--- src/rtl/mem_wb_pkg.sv ---
// rtl/mem_wb_pkg.sv - shared types and access-legality helper for mem_writeback
package mem_wb_pkg;

    typedef enum logic [1:0] {
        KIND_ALU   = 2'b00,
        KIND_LOAD  = 2'b01,
        KIND_STORE = 2'b10,
        KIND_NOP   = 2'b11
    } kind_e;

    localparam logic [2:0] F3_B  = 3'b000;
    localparam logic [2:0] F3_H  = 3'b001;
    localparam logic [2:0] F3_W  = 3'b010;
    localparam logic [2:0] F3_BU = 3'b100;
    localparam logic [2:0] F3_HU = 3'b101;

    typedef enum logic [1:0] {
        ST_IDLE     = 2'b00,
        ST_REQ      = 2'b01,
        ST_WAIT_RSP = 2'b10
    } state_e;

    // Unsigned widths only exist for loads; halves need even, words 4-byte alignment.
    function automatic logic access_legal(input logic is_store, input logic [2:0] f3,
                                          input logic [1:0] off);
        logic ok;
        case (f3)
            F3_B:    ok = 1'b1;
            F3_BU:   ok = !is_store;
            F3_H:    ok = !off[0];
            F3_HU:   ok = !is_store && !off[0];
            F3_W:    ok = (off == 2'b00);
            default: ok = 1'b0;
        endcase
        return ok;
    endfunction

endpackage

--- src/rtl/load_align.sv ---
// rtl/load_align.sv - shifts a read word to the addressed lane and sign/zero-extends it
module load_align
    import mem_wb_pkg::*;
#(
    parameter int XLEN = 32
) (
    input  logic [XLEN-1:0] i_rdata,
    input  logic [1:0]      i_off,
    input  logic [2:0]      i_funct3,
    output logic [XLEN-1:0] o_value
);

    logic [XLEN-1:0] w_shifted;

    assign w_shifted = i_rdata >> {i_off, 3'b000};

    always_comb begin
        o_value = w_shifted;
        case (i_funct3)
            F3_B:    o_value = {{(XLEN-8){w_shifted[7]}}, w_shifted[7:0]};
            F3_BU:   o_value = {{(XLEN-8){1'b0}}, w_shifted[7:0]};
            F3_H:    o_value = {{(XLEN-16){w_shifted[15]}}, w_shifted[15:0]};
            F3_HU:   o_value = {{(XLEN-16){1'b0}}, w_shifted[15:0]};
            default: o_value = w_shifted;
        endcase
    end

endmodule

--- src/rtl/mem_writeback.sv ---
// rtl/mem_writeback.sv - rv32i memory-access and register writeback stage
module mem_writeback
    import mem_wb_pkg::*;
#(
    parameter int XLEN       = 32,
    parameter int ADDR_WIDTH = 5
) (
    input  logic                  clk,
    input  logic                  reset,
    input  logic                  in_valid,
    output logic                  in_ready,
    input  logic [1:0]            in_kind,
    input  logic [2:0]            in_funct3,
    input  logic [XLEN-1:0]       in_result,
    input  logic [XLEN-1:0]       in_store_data,
    input  logic [ADDR_WIDTH-1:0] in_rd_index,
    output logic                  mem_req_valid,
    input  logic                  mem_req_ready,
    output logic [XLEN-1:0]       mem_req_addr,
    output logic                  mem_req_we,
    output logic [XLEN-1:0]       mem_req_wdata,
    output logic [XLEN/8-1:0]     mem_req_wstrb,
    input  logic                  mem_rsp_valid,
    input  logic [XLEN-1:0]       mem_rsp_rdata,
    output logic [ADDR_WIDTH-1:0] rd_index,
    output logic [XLEN-1:0]       rd,
    output logic                  write_en,
    output logic                  mem_fault
);

    state_e                r_state;
    logic [XLEN-1:0]       r_rd;
    logic [ADDR_WIDTH-1:0] r_rd_index;
    logic                  r_write_en;
    logic                  r_mem_fault;
    logic [XLEN-1:0]       r_req_addr;
    logic                  r_req_we;
    logic [XLEN-1:0]       r_req_wdata;
    logic [XLEN/8-1:0]     r_req_wstrb;
    logic [1:0]            r_off;
    logic [2:0]            r_funct3;
    logic [ADDR_WIDTH-1:0] r_pend_idx;

    kind_e                 w_kind;
    logic                  w_legal;
    logic [XLEN-1:0]       w_wdata;
    logic [XLEN/8-1:0]     w_wstrb;
    logic [XLEN-1:0]       w_load_value;

    assign w_kind  = kind_e'(in_kind);
    assign w_legal = access_legal(w_kind == KIND_STORE, in_funct3, in_result[1:0]);

    // Narrow stores replicate across lanes so memory only needs the strobes.
    always_comb begin
        w_wdata = in_store_data;
        w_wstrb = '1;
        case (in_funct3)
            F3_B: begin
                w_wdata = {(XLEN/8){in_store_data[7:0]}};
                w_wstrb = (XLEN/8)'(1) << in_result[1:0];
            end
            F3_H: begin
                w_wdata = {(XLEN/16){in_store_data[15:0]}};
                w_wstrb = (XLEN/8)'(3) << {in_result[1], 1'b0};
            end
            default: ;
        endcase
    end

    load_align #(.XLEN(XLEN)) u_load_align (
        .i_rdata  (mem_rsp_rdata),
        .i_off    (r_off),
        .i_funct3 (r_funct3),
        .o_value  (w_load_value)
    );

    always_ff @(posedge clk) begin
        if (!reset) begin
            r_state     <= ST_IDLE;
            r_rd        <= '0;
            r_rd_index  <= '0;
            r_write_en  <= 1'b0;
            r_mem_fault <= 1'b0;
            r_req_addr  <= '0;
            r_req_we    <= 1'b0;
            r_req_wdata <= '0;
            r_req_wstrb <= '0;
            r_off       <= '0;
            r_funct3    <= '0;
            r_pend_idx  <= '0;
        end else begin
            r_write_en  <= 1'b0;
            r_mem_fault <= 1'b0;
            case (r_state)
                ST_IDLE: begin
                    if (in_valid) begin
                        case (w_kind)
                            KIND_ALU: begin
                                r_rd       <= in_result;
                                r_rd_index <= in_rd_index;
                                r_write_en <= (in_rd_index != '0);
                            end
                            KIND_LOAD, KIND_STORE: begin
                                if (w_legal) begin
                                    r_req_addr  <= {in_result[XLEN-1:2], 2'b00};
                                    r_req_we    <= (w_kind == KIND_STORE);
                                    r_req_wdata <= (w_kind == KIND_STORE) ? w_wdata : '0;
                                    r_req_wstrb <= (w_kind == KIND_STORE) ? w_wstrb : '0;
                                    r_off       <= in_result[1:0];
                                    r_funct3    <= in_funct3;
                                    r_pend_idx  <= in_rd_index;
                                    r_state     <= ST_REQ;
                                end else begin
                                    r_mem_fault <= 1'b1;
                                end
                            end
                            default: ;
                        endcase
                    end
                end
                ST_REQ: begin
                    if (mem_req_ready) begin
                        r_state <= r_req_we ? ST_IDLE : ST_WAIT_RSP;
                    end
                end
                ST_WAIT_RSP: begin
                    if (mem_rsp_valid) begin
                        r_rd       <= w_load_value;
                        r_rd_index <= r_pend_idx;
                        r_write_en <= (r_pend_idx != '0);
                        r_state    <= ST_IDLE;
                    end
                end
                default: r_state <= ST_IDLE;
            endcase
        end
    end

    assign in_ready      = (r_state == ST_IDLE);
    assign mem_req_valid = (r_state == ST_REQ);
    assign mem_req_addr  = r_req_addr;
    assign mem_req_we    = r_req_we;
    assign mem_req_wdata = r_req_wdata;
    assign mem_req_wstrb = r_req_wstrb;
    assign rd_index      = r_rd_index;
    assign rd            = r_rd;
    assign write_en      = r_write_en;
    assign mem_fault     = r_mem_fault;

endmodule

--- config.mk ---
export PLATFORM = sky130hd
export DESIGN_NAME = mem_writeback
export DESIGN_NICKNAME = d
export VERILOG_FILES = /design/src/rtl/mem_wb_pkg.sv /design/src/rtl/load_align.sv /design/src/rtl/mem_writeback.sv
export SDC_FILE = /design/constraint.sdc
export NUM_CORES = 1
export LEC_CHECK = 0
export BUFFER_PORTS_ARGS = -buffer_cell sky130_fd_sc_hd__buf_4
export CORE_UTILIZATION = 51
export CTS_BUF_LIST = sky130_fd_sc_hd__clkbuf_4 sky130_fd_sc_hd__clkbuf_8
export CTS_CLUSTER_DIAMETER = 50
export DETAILED_ROUTE_END_ITERATION = 10
export PLACE_DENSITY = 0.9
export SLEW_MARGIN = 20
export SYNTH_ARGS = -nofsm -noshare
export SYNTH_HDL_FRONTEND = slang
export SYNTH_SLANG_ARGS = --single-unit
--- constraint.sdc ---
create_clock -name clk -period 2.65 [get_ports clk]
set_input_delay 0.3975 -clock clk [delete_from_list [all_inputs] [get_ports clk]]
set_output_delay 0.3975 -clock clk [all_outputs]
set_load 0.01 [all_outputs]
==> metrics.md <==
| Metric | Value |
|---|---|
| GRT Overall Usage | `28.9%` |
| # setup viols final | `0` |
| # fillers | `872` |
| Synth async-reset ratio | `0%` |
| H-tree levels | `4` |
| Register area share after synthesis | `40.2%` |
| Via count | `5,856` |
| Die width | `109 µm` |
| Setup_tns | `0 ns` |
| I/O Pins | `221` |
| Non-filler cells, final | `1,028` |
| Clock slew at reported path FFs | `0.08 ns` |
| Multi-input gate area | `3230 µm²` |
| Number of port buffers | `218` |
| Max-slew headroom | `50.6%` |
| Mapped cell area | `5880 µm²` |
| WL/cell | `17.2 µm` |
| Fmax | `498 MHz` |
| Buf/Inv on CP | `0` |
| EDFF count, synth | `0` |
| Startpoint Class | `register` |
| Dpl cell area | `7600 µm²` |
| Syn-to-layout area delta | `36.1%` |
| Placed instance count | `996` |
| Post-synth top cells | `150 x nand2_1, 118 x dfxtp_1, 82 x mux2i_1, 61 x o21ai_0, 33 x clkbuf_1` |
| Worst EP required | `2.95 ns` |
| Max-Cap Viols | `0` |
| Post-DP HPWL | `12.8 mm` |
| Main synth FF type | `dfxtp_1` |
| Pwr dens | `538 nW/µm²` |
| Most common cell in the netlist | `nand2_1` |
| Measured slew at the worst slew-check pin | `0.741 ns` |
| Syn. warnings | `0` |
| Min Hold Slack | `0.230 ns` |
| Total area of sequential cells | `2360 µm²` |
| Clock skew | `0.0102 ns` |
| Gr ovfl total | `0` |
| Post-synth top area cell | `dfxtp_1` |
| Synth Instances | `679` |
| RSZ-0062 raised after global routing | `false` |
| First-pass GRT wire length | `26.5 mm` |
| Num CTS Buffers | `17` |
| Final Cycle Share | `75.8%` |
| Post-Synthesis Mean Instance Area | `8.66 µm²` |
| 1st-pass router iterations | `5` |
| Vias in the first global route | `5,425` |
| CTS tree | `yes` |
| Util after Layout | `72.6%` |
| Status | `finished clean` |
| Total wire length | `17.7 mm` |
| Leak pwr | `3.38 nW` |
| Root Driver | `clkbuf_8` |
| DIE AREA | `12,000 µm²` |
| Die Span Y | `109 µm` |
| Critical path, cell by cell | `mux4_2 -> a21oi_1 -> or3_1 -> a31oi_1` |
| Clock Sinks | `118` |
| Largest net degree at the start of global routing | `104` |
| Bufs on Longest Clock Path | `2` |
| Post-synth cell types | `51` |
| Hold Crit Class | `primary input to register` |
| VDD IR max | `0.485 mV` |
| Setup Fix Bufs, Post-CTS | `0` |
| Crit end category | `register` |
| First DRT Iteration DRCs | `484` |
| Layout cells sized above 1 | `34.0%` |
| Area share of the largest cell type after synthesis | `40.2%` |
| Core area | `11,000 µm²` |
| Crit path max fanout | `11` |
| Crit path DAT | `2.31 ns` |
| Cell family with most CP delay | `multiplexers` |
| Skew-Pair Late Insertion Delay | `0.42 ns` |
| Minimum clock period | `2.01 ns` |
| Final Hold Viols | `0` |
| Yosys reg bits | `118` |
| Final #Nets | `989` |
| Initial antenna violation count | `0` |
| Placer Congestion | `0.925` |
| DRC | `0` |
| Slew Viols, Final | `0` |
| Slowest cell delay on critical path | `0.58 ns` |
| Initial Util | `53.3%` |
| Cts hold-fix bufs | `0` |
| Row Count | `38` |
| Post-route ant nets | `0` |
| Final Instance Area | `8010 µm²` |
| Critical path class | `register to register` |
| Vias per cell | `5.70` |
| Cts repair resizes | `0` |
| # diodes | `0` |
| Ranking of synthesized cells by area | `dfxtp_1 40%, mux2i_1 14%, nand2_1 9.6%` |
| Slowest CP cell | `mux4_2` |
==> worst register-to-register path, cell delays in order, from the launching register on <==
cell,delay (ns)
dfxtp_1,0.57
mux4_2,0.58
a21oi_1,0.46
or3_1,0.21
a31oi_1,0.08
==> where the power goes <==
part           switching, mW  total, mW  leakage, nW  internal (mW)
clock network          0.739       1.70        0.203          0.961
registers             0.0485       1.89        0.958           1.84
logic                  0.370      0.715         2.22          0.345
==> cells in the final DEF (no fill, tap or decap), types with 2 or more instances in the layout <==
master,instances
buf_4,229
nand2_1,150
dfxtp_1,118
mux2i_1,82
o21ai_0,61
nand3_1,28
o2bb2ai_1,23
a21oi_1,22
clkbuf_8,17
nor2_1,16
a31oi_1,16
mux2_2,15
o2bb2ai_2,9
a21o_1,8
inv_1,7
a221oi_1,7
or3_1,7
nor2b_1,5
a311oi_1,5
buf_12,4
or4_1,3
o21bai_1,3
nand2b_1,3
ha_1,3
clkinvlp_4,3
clkinv_2,3
bufinv_16,3
clkbuf_4,3
nor3_2,2
o21a_1,2
nand3b_1,2
or2_2,2
conb_1,2
clkinv_4,2
==> flip-flops by register name, indices dropped and copies added (netlist names) <==
| signal | count |
|---|---|
| mem_req_we | 1 |
| r_funct3 | 3 |
| write_en | 1 |
| rd | 32 |
| mem_req_wstrb | 4 |
| mem_req_addr | 30 |
| rd_index | 5 |
| mem_fault | 1 |
| r_state | 2 |
| r_pend_idx | 5 |
| r_off | 2 |
| mem_req_wdata | 32 |
==> metal layers <==
layer,up-vias,part of all wire [%],GRT usage (%)
met5,-,0,0
met3,56,7.1,6.64
met1,2714,42,36.8
met2,276,47,45.2
met4,0,3.6,15.6
li1,2810,-,-
==> worst paths after layout <==
check	start	end	slack, ns	depth (start not counted)
worst max-delay path	r_off[1]	rd[8]	0.64	4
worst min-delay path	in_result[19]	mem_req_addr[19]	0.23	3
worst max register to register	r_off[1]	rd[8]	0.64	4
worst min register to register	mem_req_addr[2]	mem_req_addr[2]	0.46	2
==> stage by stage <==
step / power, mW / setup slack [ns]
after global routing: 4.48 / 0.531
final: 4.31 / 0.640
after floorplan: 2.29 / 0.666
after detailed placement: 2.63 / 0.482
after global placement: 2.62 / 0.530
after CTS: 4.32 / 0.662
==> cell type report <==
type,instances,area share [%]
sequential,118,29.5
inverter,8,0.375
multi-input combinational,497,40.3
tap,140,2.19
timing repair buffer,233,22.5
clock inverter,12,1.92
clock buffer,20,3.20
==> logic make-up after synthesis <==
family / count (synthesis) / share of synthesized area, %
AO/OA/AOI/OAI: 166 / 19.6
XOR/XNOR: 1 / 0.149
adder cells (fa/ha/maj): 3 / 0.638
buffers and inverters: 65 / 5.21
flip-flops: 118 / 40.2
multiplexers: 98 / 17.2
other: 1 / 0.0638
AND/OR/NAND/NOR: 227 / 16.9
No activity file was read; power rests on OpenSTA's default activity.
